===== src/rtl/wb_keypad4x4.sv =====
`default_nettype none
// +--------------------------------------------------------------------------+
// | wb_keypad4x4 : Wishbone 4x4 key-matrix scanner, debounced bitmap + FIFO  |
// | Revision     : 1.0                                                       |
// +--------------------------------------------------------------------------+
module wb_keypad4x4 #(
  parameter int WB_CLK_HZ  = 48_000_000,
  parameter int SCAN_HZ    = 1_000,
  parameter int DEBOUNCE   = 4,
  parameter int FIFO_DEPTH = 8
) (
  input  logic        wb_clk_i,
  input  logic        wb_rst_i,
  input  logic        wb_cyc_i,
  input  logic        wb_stb_i,
  input  logic        wb_we_i,
  input  logic [3:0]  wb_adr_i,
  input  logic [31:0] wb_dat_i,
  output logic [31:0] wb_dat_o,
  output logic        wb_stall_o,
  output logic        wb_ack_o,
  output logic [3:0]  keypad_col_o,
  output logic [3:0]  keypad_col_oe,
  input  logic [3:0]  keypad_row_i
);

  localparam int c_SLOT  = WB_CLK_HZ / SCAN_HZ;
  localparam int c_DIV_W = $clog2(c_SLOT);
  localparam int c_PTR_W = $clog2(FIFO_DEPTH);
  localparam int c_CNT_W = c_PTR_W + 1;

  // SAMPLE lands on divider SLOT-6 so SAMPLE, four COMMITs and NEXT close the slot at SLOT-1.
  localparam logic [c_DIV_W-1:0] c_SETTLE_LAST = c_DIV_W'(c_SLOT - 7);
  localparam logic [c_DIV_W-1:0] c_SLOT_LAST   = c_DIV_W'(c_SLOT - 1);
  localparam logic [c_CNT_W-1:0] c_FULL        = c_CNT_W'(FIFO_DEPTH);

  typedef enum logic [2:0] {
    ST_SETTLE = 3'd0,
    ST_SAMPLE = 3'd1,
    ST_COMMIT = 3'd2,
    ST_NEXT   = 3'd3
  } state_t;

  state_t               r_state;
  logic [c_DIV_W-1:0]   r_div;
  logic [1:0]           r_col;
  logic [3:0]           r_oe;
  logic [1:0]           r_row;
  logic [15:0]          r_bitmap;
  logic [DEBOUNCE-1:0]  r_hist [16];
  logic [3:0]           r_row_meta;
  logic [3:0]           r_row_sync;

  logic [4:0]           r_fifo_mem [FIFO_DEPTH];
  logic [c_PTR_W-1:0]   r_wr_ptr;
  logic [c_PTR_W-1:0]   r_rd_ptr;
  logic [c_CNT_W-1:0]   r_count;
  logic                 r_overflow;
  logic                 r_ack;
  logic [31:0]          r_dat;

  logic [3:0]           w_pressed;
  logic [3:0]           w_key;
  logic [DEBOUNCE-1:0]  w_hist_k;
  logic                 w_all_one;
  logic                 w_all_zero;
  logic                 w_push;
  logic [4:0]           w_event;
  logic                 w_req;
  logic                 w_rd;
  logic                 w_wr;
  logic                 w_pop;
  logic                 w_flush;
  logic                 w_ovf_clr;
  logic                 w_full;
  logic                 w_do_push;
  logic                 w_drop;
  logic [31:0]          w_rdata;
  logic                 w_unused_dat;

  assign keypad_col_o  = 4'b0000;
  assign keypad_col_oe = r_oe;
  assign wb_stall_o    = 1'b0;
  assign wb_ack_o      = r_ack;
  assign wb_dat_o      = r_dat;
  assign w_unused_dat  = ^wb_dat_i[31:1];

  assign w_pressed  = ~r_row_sync;
  assign w_key      = {r_row, r_col};
  assign w_hist_k   = r_hist[w_key];
  assign w_all_one  = &w_hist_k;
  assign w_all_zero = ~|w_hist_k;
  assign w_push     = (r_state == ST_COMMIT) &&
                      ((w_all_one && !r_bitmap[w_key]) || (w_all_zero && r_bitmap[w_key]));
  assign w_event    = {w_all_zero, w_key};

  assign w_req     = wb_cyc_i & wb_stb_i;
  assign w_rd      = w_req & ~wb_we_i;
  assign w_wr      = w_req & wb_we_i;
  assign w_pop     = w_rd && (wb_adr_i == 4'd1) && (r_count != '0);
  assign w_flush   = w_wr && (wb_adr_i == 4'd3) && wb_dat_i[0];
  assign w_ovf_clr = w_rd && (wb_adr_i == 4'd2);
  assign w_full    = (r_count == c_FULL);
  assign w_do_push = w_push && (!w_full || w_pop) && !w_flush;
  assign w_drop    = w_push && w_full && !w_pop;

  always_ff @(posedge wb_clk_i) begin
    if (wb_rst_i) begin
      r_row_meta <= 4'hF;
      r_row_sync <= 4'hF;
    end else begin
      r_row_meta <= keypad_row_i;
      r_row_sync <= r_row_meta;
    end
  end

  always_ff @(posedge wb_clk_i) begin
    if (wb_rst_i) begin
      r_state  <= ST_SETTLE;
      r_div    <= '0;
      r_col    <= 2'd0;
      r_oe     <= 4'b0001;
      r_row    <= 2'd0;
      r_bitmap <= 16'h0000;
      for (int k = 0; k < 16; k++) r_hist[k] <= '0;
    end else begin
      r_div <= r_div + c_DIV_W'(1);
      case (r_state)
        ST_SETTLE: begin
          if (r_div == c_SETTLE_LAST) r_state <= ST_SAMPLE;
        end
        ST_SAMPLE: begin
          for (int r = 0; r < 4; r++)
            r_hist[{2'(r), r_col}] <= {r_hist[{2'(r), r_col}][DEBOUNCE-2:0], w_pressed[r]};
          r_row   <= 2'd0;
          r_state <= ST_COMMIT;
        end
        ST_COMMIT: begin
          if (w_push) r_bitmap[w_key] <= ~r_bitmap[w_key];
          if (r_row == 2'd3) r_state <= ST_NEXT;
          r_row <= r_row + 2'd1;
        end
        ST_NEXT: begin
          if (r_div == c_SLOT_LAST) begin
            r_div   <= '0;
            r_col   <= r_col + 2'd1;
            r_oe    <= {r_oe[2:0], r_oe[3]};
            r_state <= ST_SETTLE;
          end
        end
        default: r_state <= ST_SETTLE;
      endcase
    end
  end

  always_ff @(posedge wb_clk_i) begin
    if (w_do_push) r_fifo_mem[r_wr_ptr] <= w_event;
  end

  always_ff @(posedge wb_clk_i) begin
    if (wb_rst_i || w_flush) begin
      r_wr_ptr   <= '0;
      r_rd_ptr   <= '0;
      r_count    <= '0;
      r_overflow <= 1'b0;
    end else begin
      if (w_do_push) r_wr_ptr <= r_wr_ptr + c_PTR_W'(1);
      if (w_pop)     r_rd_ptr <= r_rd_ptr + c_PTR_W'(1);
      if (w_do_push && !w_pop)      r_count <= r_count + c_CNT_W'(1);
      else if (!w_do_push && w_pop) r_count <= r_count - c_CNT_W'(1);
      // An overflow in the same cycle as the status read must survive the clear.
      if (w_drop)         r_overflow <= 1'b1;
      else if (w_ovf_clr) r_overflow <= 1'b0;
    end
  end

  always_comb begin
    w_rdata = 32'h0;
    case (wb_adr_i)
      4'd0: w_rdata = {16'h0, r_bitmap};
      4'd1: if (r_count != '0) w_rdata = {23'h0, 1'b1, 3'b000, r_fifo_mem[r_rd_ptr]};
      4'd2: w_rdata = {23'h0, r_overflow, 8'(r_count)};
      default: w_rdata = 32'h0;
    endcase
  end

  always_ff @(posedge wb_clk_i) begin
    if (wb_rst_i) begin
      r_ack <= 1'b0;
      r_dat <= 32'h0;
    end else begin
      r_ack <= w_req;
      r_dat <= w_rd ? w_rdata : 32'h0;
    end
  end

endmodule
`default_nettype wire

===== config.mk =====
export PLATFORM = sky130hd
export DESIGN_NAME = wb_keypad4x4
export DESIGN_NICKNAME = d
export VERILOG_FILES = /design/src/rtl/wb_keypad4x4.sv
export SDC_FILE = /design/constraint.sdc
export NUM_CORES = 1
export LEC_CHECK = 0
export CAP_MARGIN = 30
export CORE_MARGIN = 3
export CORE_UTILIZATION = 42
export CTS_BUF_LIST = sky130_fd_sc_hd__clkbuf_4 sky130_fd_sc_hd__clkbuf_8
export CTS_CLUSTER_SIZE = 8
export DETAILED_ROUTE_END_ITERATION = 6
export PLACE_DENSITY = 0.69
export SLEW_MARGIN = 10
export SYNTH_ARGS = -nofsm -noshare
export SYNTH_HDL_FRONTEND = slang
export SYNTH_SLANG_ARGS = --single-unit

===== constraint.sdc =====
create_clock -name wb_clk_i -period 4.62 [get_ports wb_clk_i]
set_input_delay 0.924 -clock wb_clk_i [delete_from_list [all_inputs] [get_ports wb_clk_i]]
set_output_delay 0.924 -clock wb_clk_i [all_outputs]
set_load 0.01 [all_outputs]

# --- Word level (Yosys, flattened, before mapping) ---
# Memory sizes are Yosys's and may differ from the RTL's. A register that Yosys moved wholly into a read port is not among the register bits.
# Cells that the tools add are included.
# Widths: inputs -> output; s select.
op_classes:
  addsub: 7
  n_lt_le_gt_ge: 2
  n_eq_ne: 13
  mux: 47
  bitwise_logic: 7
  n_reduce_logical: 40
op_table:
  columns: ["op", "count"]
  rows:
  - ["$mux 4", 18]
  - ["$pmux 16 s3", 1]
  - ["$eq 16x16->1 const B", 2]
  - ["$mux 16", 2]
  - ["$reduce_or 4->1", 5]
  - ["$add 16x1->16 const B", 1]
  - ["$bwmux 16", 1]
  - ["$logic_and 1x1->1", 15]
  - ["$mux 1", 15]
  - ["$mux 3", 5]
  - ["$pmux 3 s4", 1]
  - ["$mux 9", 1]
  - ["$eq 4x2->1 const B", 2]
  - ["$add 3x1->3 const B", 2]
  - ["$eq 3x2->1 const B", 2]
  - ["$logic_not 1->1", 6]
  - ["$reduce_bool 2->1", 3]
  - ["$lt 4x5->1 const B", 1]
  - ["$add 2x1->2 const B", 2]
  - ["$add 4x1->4 const B", 1]
  - ["$bmux 1 s4", 1]
  - ["$demux 1 s4", 1]
  - ["$eq 4x1->1 const B", 1]
  - ["$eq 4x4->1 const B", 1]
  - ["other kinds (18)", 26]
totals:
  reg_bits: 95
  ramBits: 104
  in_bits: 45
  output_inout_bits: 42
  elab_cells: 132
  mem_count: 2
memory_table:
  columns: ["name", "depth", "width", "read_ports", "rd_clocked_by_memory_dff", "wr", "line", "rtl"]
  rows:
  - ["r_hist", 16, 4, 5, 4, 16, "50", "logic [DEBOUNCE-1:0] r_hist [16];"]
  - ["r_fifo_mem", 8, 5, 1, 1, 1, "54", "logic [4:0] r_fifo_mem [FIFO_DEPTH];"]

# --- Longest topological paths before layout ---
depth:
  word_depth: 12
  depth_mapped: 17
  ltp_nobuf: 15

# --- Worst setup path before layout ---
# Ideal clock, no wire load.
synth_timing:
  path_kind: "flip-flop to flip-flop"
  start: "register r_col[0]"
  end: "register r_count[3]"
  setup_time_ps: 70
  arrival_ps: 3865
  required_ps: 4550
  path_slack_ps: 685
  path_stages_with_launch: 18
  n_path_buf: 2
  period_less_slack_ps: 3935
  cell_sequence: "dfxtp_1 > buf_2 > mux4_2 > a22oi_1 > nand3_1 > or4_4 > o22ai_1 > buf_2 > nand2_1 > inv_1 > ha_1 > inv_1 > ha_1 > a21o_1 > a21oi_1 > xnor2_1 > or3_1 > a21oi_1"
synth_via:
  elab_chain_len: 11
  elab_cells_between_ends: 18
  cone_classes: "3 x mux; 14 x reduce/logical; 1 x memory"
synth_lines:
  columns: ["item", "line", "rtl"]
  rows:
  - ["from (decl)", "46", "logic [1:0] r_col;"]
  - ["from (signal assigned)", "146", "r_col <= r_col + 2'd1;"]
  - ["$mem_v2 16x4 / $bmux 1 s4 (equally long branches)", null, null]
  - ["$reduce_or 4->1 / $mux 1 (equally long branches)", "92, 94", null]
  - ["$logic_not 1->1 (on tied branches)", "92, 94", null]
  - ["$logic_and 1x1->1", "94", "((w_all_one && !r_bitmap[w_key]) || (w_all_zero && r_bitmap[w_key]));"]
  - ["$logic_or 1x1->1 (*)", "94", null]
  - ["$logic_and 1x1->1 (*)", "93", "assign w_push = (r_state == ST_COMMIT) &&"]
  - ["$logic_and 1x1->1 (*) (2 in a row)", "104", "assign w_do_push = w_push && (!w_full || w_pop) && !w_flush;"]
  - ["net w_do_push", "76", "logic w_do_push;"]
  - ["$logic_not 1->1", "170", "else if (!w_do_push && w_pop) r_count <= r_count - c_CNT_W'(1);"]
  - ["$logic_and 1x1->1", "170", null]
  - ["$reduce_bool 2->1 (no line)", null, null]
  - ["to (signal assigned)", "169", "if (w_do_push && !w_pop) r_count <= r_count + c_CNT_W'(1);"]
  - ["to (signal assigned)", "170", null]
  - ["to (decl)", "57", "logic [c_CNT_W-1:0] r_count;"]
# The timed path passes the listed nets; every way through them passes the cells marked *. The select of a mux whose other input is x is not followed.
# A chain may end at the register's enable or synchronous reset.

# --- Final worst setup path ---
# Same ends and word-level chain as after synthesis.

==> run_results.csv <==
group,metric,value,unit
run_status,status,"complete, no violations",
logic_synthesis,syn_avg_cell_area,12.7,µm²
die,dieWidth,147,µm
worst_setup_path,path_cells,"buf_12, mux4_2, a22oi_1, nand3_1, or4_4, o22ai_1, nand2_1, inv_1, ha_1, inv_1, ha_1, a21o_1, a21oi_1, xnor2_1, or3_1, a21oi_1",
die,fp-row-count,50,
clock_tree,clockBufferDepth,2,
power_and_ir_drop,cellPowerDensity,341,mW/mm²
worst_setup_path,path_delay_family,"simple AND/OR/NAND/NOR gates",
timing,drv_slew,0,
timing,fin_ws,467,ps
grt,grt_pass1_wl,27.2,mm
clock_tree,cts_sinks,187,
logic_synthesis,synth_cell_types,46,
grt,grtUsageTotal,0.159,
logic_synthesis,synth_edf_count,104,
clock_tree,clock_latency,460,ps
logic_synthesis,synth.cell_area,0.00835,mm²
worst_setup_path,crit_slowest_cell,"or4_4",
routing,wire_per_inst,17.7,µm
worst_setup_path,r2r_slack,470,ps
timing,finalSetupTns,0,ps
grt,grt_overflow,0,
finish,final_common_cell,"edfxtp_1",
finish,n_antenna_cell,0,
run,maxCapViolCount,0,
logic_synthesis,yosys_warnings,0,
clock_tree,cts_inserted_buffers,17,
worst_setup_path,end_kind,"flip-flop",
hold_path,hold_class,"flip-flop to flip-flop",
power_and_ir_drop,total_power,3180,µW
logic_synthesis,ys_async_sr_fraction,0,
clock_tree,cts_root_buf,"clkbuf_8",
timing,max_freq,241,MHz
placement,post-place-ws,286,ps
power_and_ir_drop,irDropWorstVdd,0.000175,V
grt,antenna_found_initial,0,
die,die_area,0.0216,mm²
die,core,0.0191,mm²
routing,wl,17.0,mm
placement,gp_congestion,0.811,
grt,grt_max_degree,48,
worst_setup_path,critPathArrivalTime,4540,ps
clock_tree,cts.repair.resized,0,
timing,period_minus_slack,4150,ps
routing,final_antenna_net_count,0,
die,io_pins,87,
clock_tree,htreeDepth,4,
routing,first_pass_iters,5,
finish,num-fill-cells,1681,
worst_setup_path,required,5010,ps
timing,setup_viol,0,
finish,finish.instance_area,0.00934,mm²
worst_setup_path,critPathMaxStageDelay,600,ps
routing,drcViolationCount,0,
logic_synthesis,netlist_instances,656,
placement,hpwlAfterDp,11.3,mm
routing,first_iter_violations,428,
placement,port-buffer-count,34,
clock_tree,post-cts-setup-buffer-count,0,
timing,tightest_slew,946,ps
timing,rsz0062_at_grt,"false",
finish,area_growth,11.9,%
worst_setup_path,cp_max_fo,26,
finish,fin_util,0.488,
die,die_h,147,µm
routing,vias_per_cell,5.46,
logic_synthesis,ys.flop_type,"edfxtp_1",
worst_setup_path,critPathLaunchType,"flip-flop",
timing,slew-limit-headroom,0.369,
worst_setup_path,criticalPathCategory,"flip-flop to flip-flop",
finish,nNetsFinal,751,
timing,fin_crit_sh,0.899,
placement,postPlaceCellArea,0.00892,mm²
finish,layout-drive-gt1-share,0.155,
timing,hold_viol_final,0,
routing,vias,5233,
power_and_ir_drop,p_leak,0.00339,µW
timing,finClkSkew,11.5,ps
clock_tree,path_clk_slew,90,ps
grt,grt_pass1_vias,5295,
die,initial_utilization,0.436,
clock_tree,hold_buffers,0,
logic_synthesis,synth.yosys.seq_area_share,0.573,
logic_synthesis,ys_seq_elements,187,
finish,final_cell_mix,"edfxtp_1 (104), dfxtp_1 (83), nor2_1 (70)",
clock_tree,cts_tree,"yes",
worst_setup_path,cp_num_buf_inv,3,
## worst paths after layout
| kind | from | end | cells past startpoint |
|---|---|---|---|
| setup reg to reg | r_col[0] | r_count[3] | 16 |
| hold reg to reg | r_row_meta[2] | r_row_sync[2] | 1 |
| setup / recovery | r_col[0] | r_count[3] | 16 |
| hold / removal | r_row_meta[2] | r_row_sync[2] | 1 |
## cell type report
class | instances | area [µm²] | area share
Multi-Input combinational cell | 410 | 3250 | 0.348
Clock buffer | 17 | 234 | 0.0250
Tap cell | 260 | 325 | 0.0348
Timing Repair Buffer | 53 | 495 | 0.0530
Clock inverter | 15 | 186 | 0.0200
Sequential cell | 187 | 4780 | 0.512
Inverter | 17 | 63.8 | 0.00683
## worst register-to-register path, stage by stage (launching register included)
cell and delay, ps:
dfxtp_1 390, buf_12 230, mux4_2 530, a22oi_1 220
nand3_1 140, or4_4 600, o22ai_1 290, nand2_1 110
inv_1 90, ha_1 190, inv_1 100, ha_1 280
a21o_1 170, a21oi_1 190, xnor2_1 100, or3_1 300
a21oi_1 170
## synth_stat cells, types with 3 or more instances
library cell  number  area [µm²]
mux2i_1           18         180
inv_1             16        60.1
or3_1              3        18.8
buf_2              5        25.0
buf_1              5        18.8
a311oi_1          12         105
edfxtp_1         104        3120
o22a_1             5        43.8
o41ai_1            3        26.3
xnor2_1           10        87.6
or2_2             10        62.6
a31oi_1           17         106
buf_4             21         158
xor2_1            10        87.6
dfxtp_1           83        1660
o21ai_0            4        20.0
nor2b_1            4        25.0
a21oi_1           12        60.1
nand2b_1           4        25.0
mux4_2            42         946
nand4_1            9        56.3
ha_1              19         238
a22oi_1            5        37.5
nand2_1           28         105
nand3_1           19        95.1
nor2_1            70         263
and3_1            49         307
nor3_1             5        25.0
clkbuf_1          28         105
a32oi_1            4        35.0
and2_1            11        68.8
or4_1              4        30.0
## routing by layer
metal | up-vias | track usage | routed length (µm)
met5 | - | 0 | 0
met4 | 0 | 0.0466 | 212
met3 | 17 | 0.0330 | 1120
met2 | 196 | 0.276 | 8490
met1 | 2558 | 0.203 | 7130
li1 | 2462 | - | -
## metrics by stage
| step | hold WS (ps) | instances |
|---|---|---|
| floorplan | 389 | 676 |
| global placement | 391 | 926 |
| detailed placement | 392 | 926 |
| CTS | 416 | 958 |
| global route | 433 | 959 |
| finish | 414 | 959 |
## state kept, by name (all words and copies together) (netlist names), 3 cells and up, named ones only
name           cells
r_hist            64
r_fifo_mem        40
r_bitmap          16
r_div             16
wb_dat_o          16
keypad_col_oe      4
r_count            4
r_row_meta         4
r_row_sync         4
r_rd_ptr           3
r_wr_ptr           3
## report_power, final
part | switching, µW | internal (µW) | leakage, µW | total, µW
registers | 22.8 | 1800 | 0.00170 | 1820
clock network | 587 | 548 | 0.000210 | 1130
logic | 134 | 92.2 | 0.00148 | 226
## cells by family after synthesis
logic type      count (synthesis)  synth area share
simple gates                  224             0.139
flops                         187             0.573
buf+inv                        79            0.0469
compound gates                 65            0.0545
mux                            60             0.135
fa+ha+maj                      20            0.0309
xor+xnor                       20            0.0210
other cells                     1          0.000449
No activity file was read; power rests on OpenSTA's default activity.
==> patch, RTL diff (same flow settings) <==
One comparison of `r_div` changes from == to >=.
--- a/src/rtl/wb_keypad4x4.sv
+++ b/src/rtl/wb_keypad4x4.sv
@@ -129,3 +129,3 @@
         ST_SETTLE: begin
-          if (r_div == c_SETTLE_LAST) r_state <= ST_SAMPLE;
+          if (r_div >= c_SETTLE_LAST) r_state <= ST_SAMPLE;
         end
Formal check against the unedited RTL: same outputs for any inputs over 10 cycles, from zero or initial values and one cycle with wb_rst_i high; that may be too few to reach the edited logic, so the function may still have changed.
==> patch against the unedited design <==
  * Synthesized area rose by 0.73%
  * Count of clock-buffer cells in the layout unchanged
  * Largest cell class unchanged
  * Design area up 1.1%
  * Core utilization fell by 0.60 points
  * Clock skew is 3.2 ps higher
  * Worst setup slack worse by 130 ps
  * Power rose by 1.4%
  * Highest routed layer unchanged
  * Wire length grew 4.9%
  * First-iteration DRC count up 3.0%
  * Sequential cell count is the same
  * Die area up 0.70%
==> patch: results (changes against the unedited design) <==
Run status: finished, final reports clean
Longest Clk Path Bufs: 2 (unchanged)
Share of cells above drive strength 1: 0.151 (-0.00388)
Fill cell instance count of the final layout: 1695 (+0.83%)
Routed Wire Length: 17.8 mm (+4.9%)
Number of global-route vias before repair: 5686 (+7.4%)
Worst-Skew Late Latency: 470 ps
Static Leakage: 3.49 nW (+2.8%)
Clock root buffer master: sky130_fd_sc_hd__clkbuf_8
Final layout net count: 770 (+2.5%)
Top flop regs: r_hist x64, r_fifo_mem x40
Routed via count: 5437 (+3.9%)
Hold Path Class: reg -> reg
Worst path arrival time: 4680 ps (+140 ps)
Worst slew pin tran: 979 ps (+32.7 ps)
Worst Path Max Fanout: 18 (-31%)
Pre-Repair DR Iteration Count: 5 (unchanged)
EDFF count, synth: 104 (unchanged)
Number of buffers inserted during clock tree synthesis: 17 (unchanged)
Number of routed nets with antenna violations: 0 (unchanged)
Number of antenna repair diodes: 0 (unchanged)
Synthesis warning total: 0 (unchanged)
Tot GR Track Use: 0.168 (+0.00940)
Async SR Flop Fraction: 0 (unchanged)
Most numerous cell types in the synthesized netlist: 104 x sky130_fd_sc_hd__edfxtp_1, 83 x sky130_fd_sc_hd__dfxtp_1, 72 x sky130_fd_sc_hd__nor2_1
Maximum VDD drop: 0.258 mV (+47%)
Biggest area contributors in the synthesized netlist: sky130_fd_sc_hd__edfxtp_1 37%, sky130_fd_sc_hd__dfxtp_1 20%, sky130_fd_sc_hd__mux4_2 11%
Number of resized instances in the post-cts repair step: 0 (unchanged)
Largest net degree at the start of global routing: 49 (+2.1%)
Wire length of the first global-routing pass: 28.9 mm (+6.1%)
Detailed placement HPWL: 11.8 mm (+4.7%)
CTS HTree Levels: 4 (unchanged)
Sequential cell area fraction in the yosys report: 0.569 (-0.00417)
Reg clk slew, reported paths: 90 ps (about the same)
Number of library cell types mapped by synthesis: 49 (+6.5%)
Setup bufs post-CTS: 0 (unchanged)
Final RePlAce weighted congestion: 0.801 (-1.2%)
Total of buffers placed on input and output ports: 34 (unchanged)
Final Skew: 14.6 ps (+3.16 ps)
Antenna violations before repair: 0 (unchanged)
Detailed router's first-iteration violation count: 441 (+3.0%)
## patch: metal layers
layer,vias up,part of all wire,GRT usage
met4,0,0.019,0.0657
li1,2496,-,-
met5,-,0,0
met3,28,0.052,0.0402
met2,179,0.52,0.290
met1,2734,0.41,0.206
## patch: kinds of logic (layout without fill, tap and decap cells)
| logic type | count (synthesis) | after routing | share of synthesized area |
|---|---|---|---|
| simple gates | 252 | 252 | 0.156 |
| mux | 59 | 59 | 0.133 |
| other cells | 1 | 21 | 0.000446 |
| buf+inv | 79 | 104 | 0.0464 |
| flops | 187 | 187 | 0.569 |
| compound gates | 53 | 53 | 0.0422 |
| xor+xnor | 20 | 20 | 0.0208 |
| fa+ha+maj | 21 | 21 | 0.0321 |
## patch: area by class of cell
cell class	instances	share of cell area
repair buffers	54	0.0544
well taps	265	0.0351
clock buffers	17	0.0248
multi-input cells	426	0.351
clock inverters	15	0.0208
inverters	18	0.00715
flip-flops and latches	187	0.507
## patch: final timing paths
path | start | to | slack (ps) | cells past startpoint
setup reg to reg | r_col[1]$_SDFFE_PP0P_ | r_count[3]$_SDFFE_PP0P_ | 330 | 16
hold reg to reg | r_row_meta[1]$_SDFF_PP1_ | r_row_sync[1]$_SDFF_PP1_ | 420 | 1
hold / removal | r_row_meta[1]$_SDFF_PP1_ | r_row_sync[1]$_SDFF_PP1_ | 420 | 1
setup / recovery | r_col[1]$_SDFFE_PP0P_ | r_count[3]$_SDFFE_PP0P_ | 330 | 16
## patch: metrics by stage
stage	cells	utilization	total power, W	worst slack, ps	area [um2]
floorplan	692	-	0.00203	694	8490
finish	982	0.482	0.00323	334	9450
global route	982	0.482	0.00334	146	9450
detailed placement	948	0.459	0.00208	217	8990
CTS	980	0.481	0.00324	331	9420
global placement	948	0.459	0.00207	318	8990
## patch: power breakdown
part / internal [W] / total (W) / switching (W)
sequential: 0.00180 / 0.00183 / 0.0000254
clock: 0.000588 / 0.00117 / 0.000585
combinational: 0.0000953 / 0.000229 / 0.000134
## patch: critical path, stage by stage (launching register included)
cell                      delay [ps]
sky130_fd_sc_hd__dfxtp_1         940
sky130_fd_sc_hd__buf_4           310
sky130_fd_sc_hd__mux4_1          290
sky130_fd_sc_hd__nand3_1          90
sky130_fd_sc_hd__nand3_1         120
sky130_fd_sc_hd__or4_4           570
sky130_fd_sc_hd__o22ai_1         250
sky130_fd_sc_hd__nand2_1          80
sky130_fd_sc_hd__inv_1            60
sky130_fd_sc_hd__ha_1            180
sky130_fd_sc_hd__inv_1           100
sky130_fd_sc_hd__ha_1            280
sky130_fd_sc_hd__a21o_1          180
sky130_fd_sc_hd__a21oi_1         160
sky130_fd_sc_hd__xnor2_1         100
sky130_fd_sc_hd__or3_1           310
sky130_fd_sc_hd__a21oi_1         170
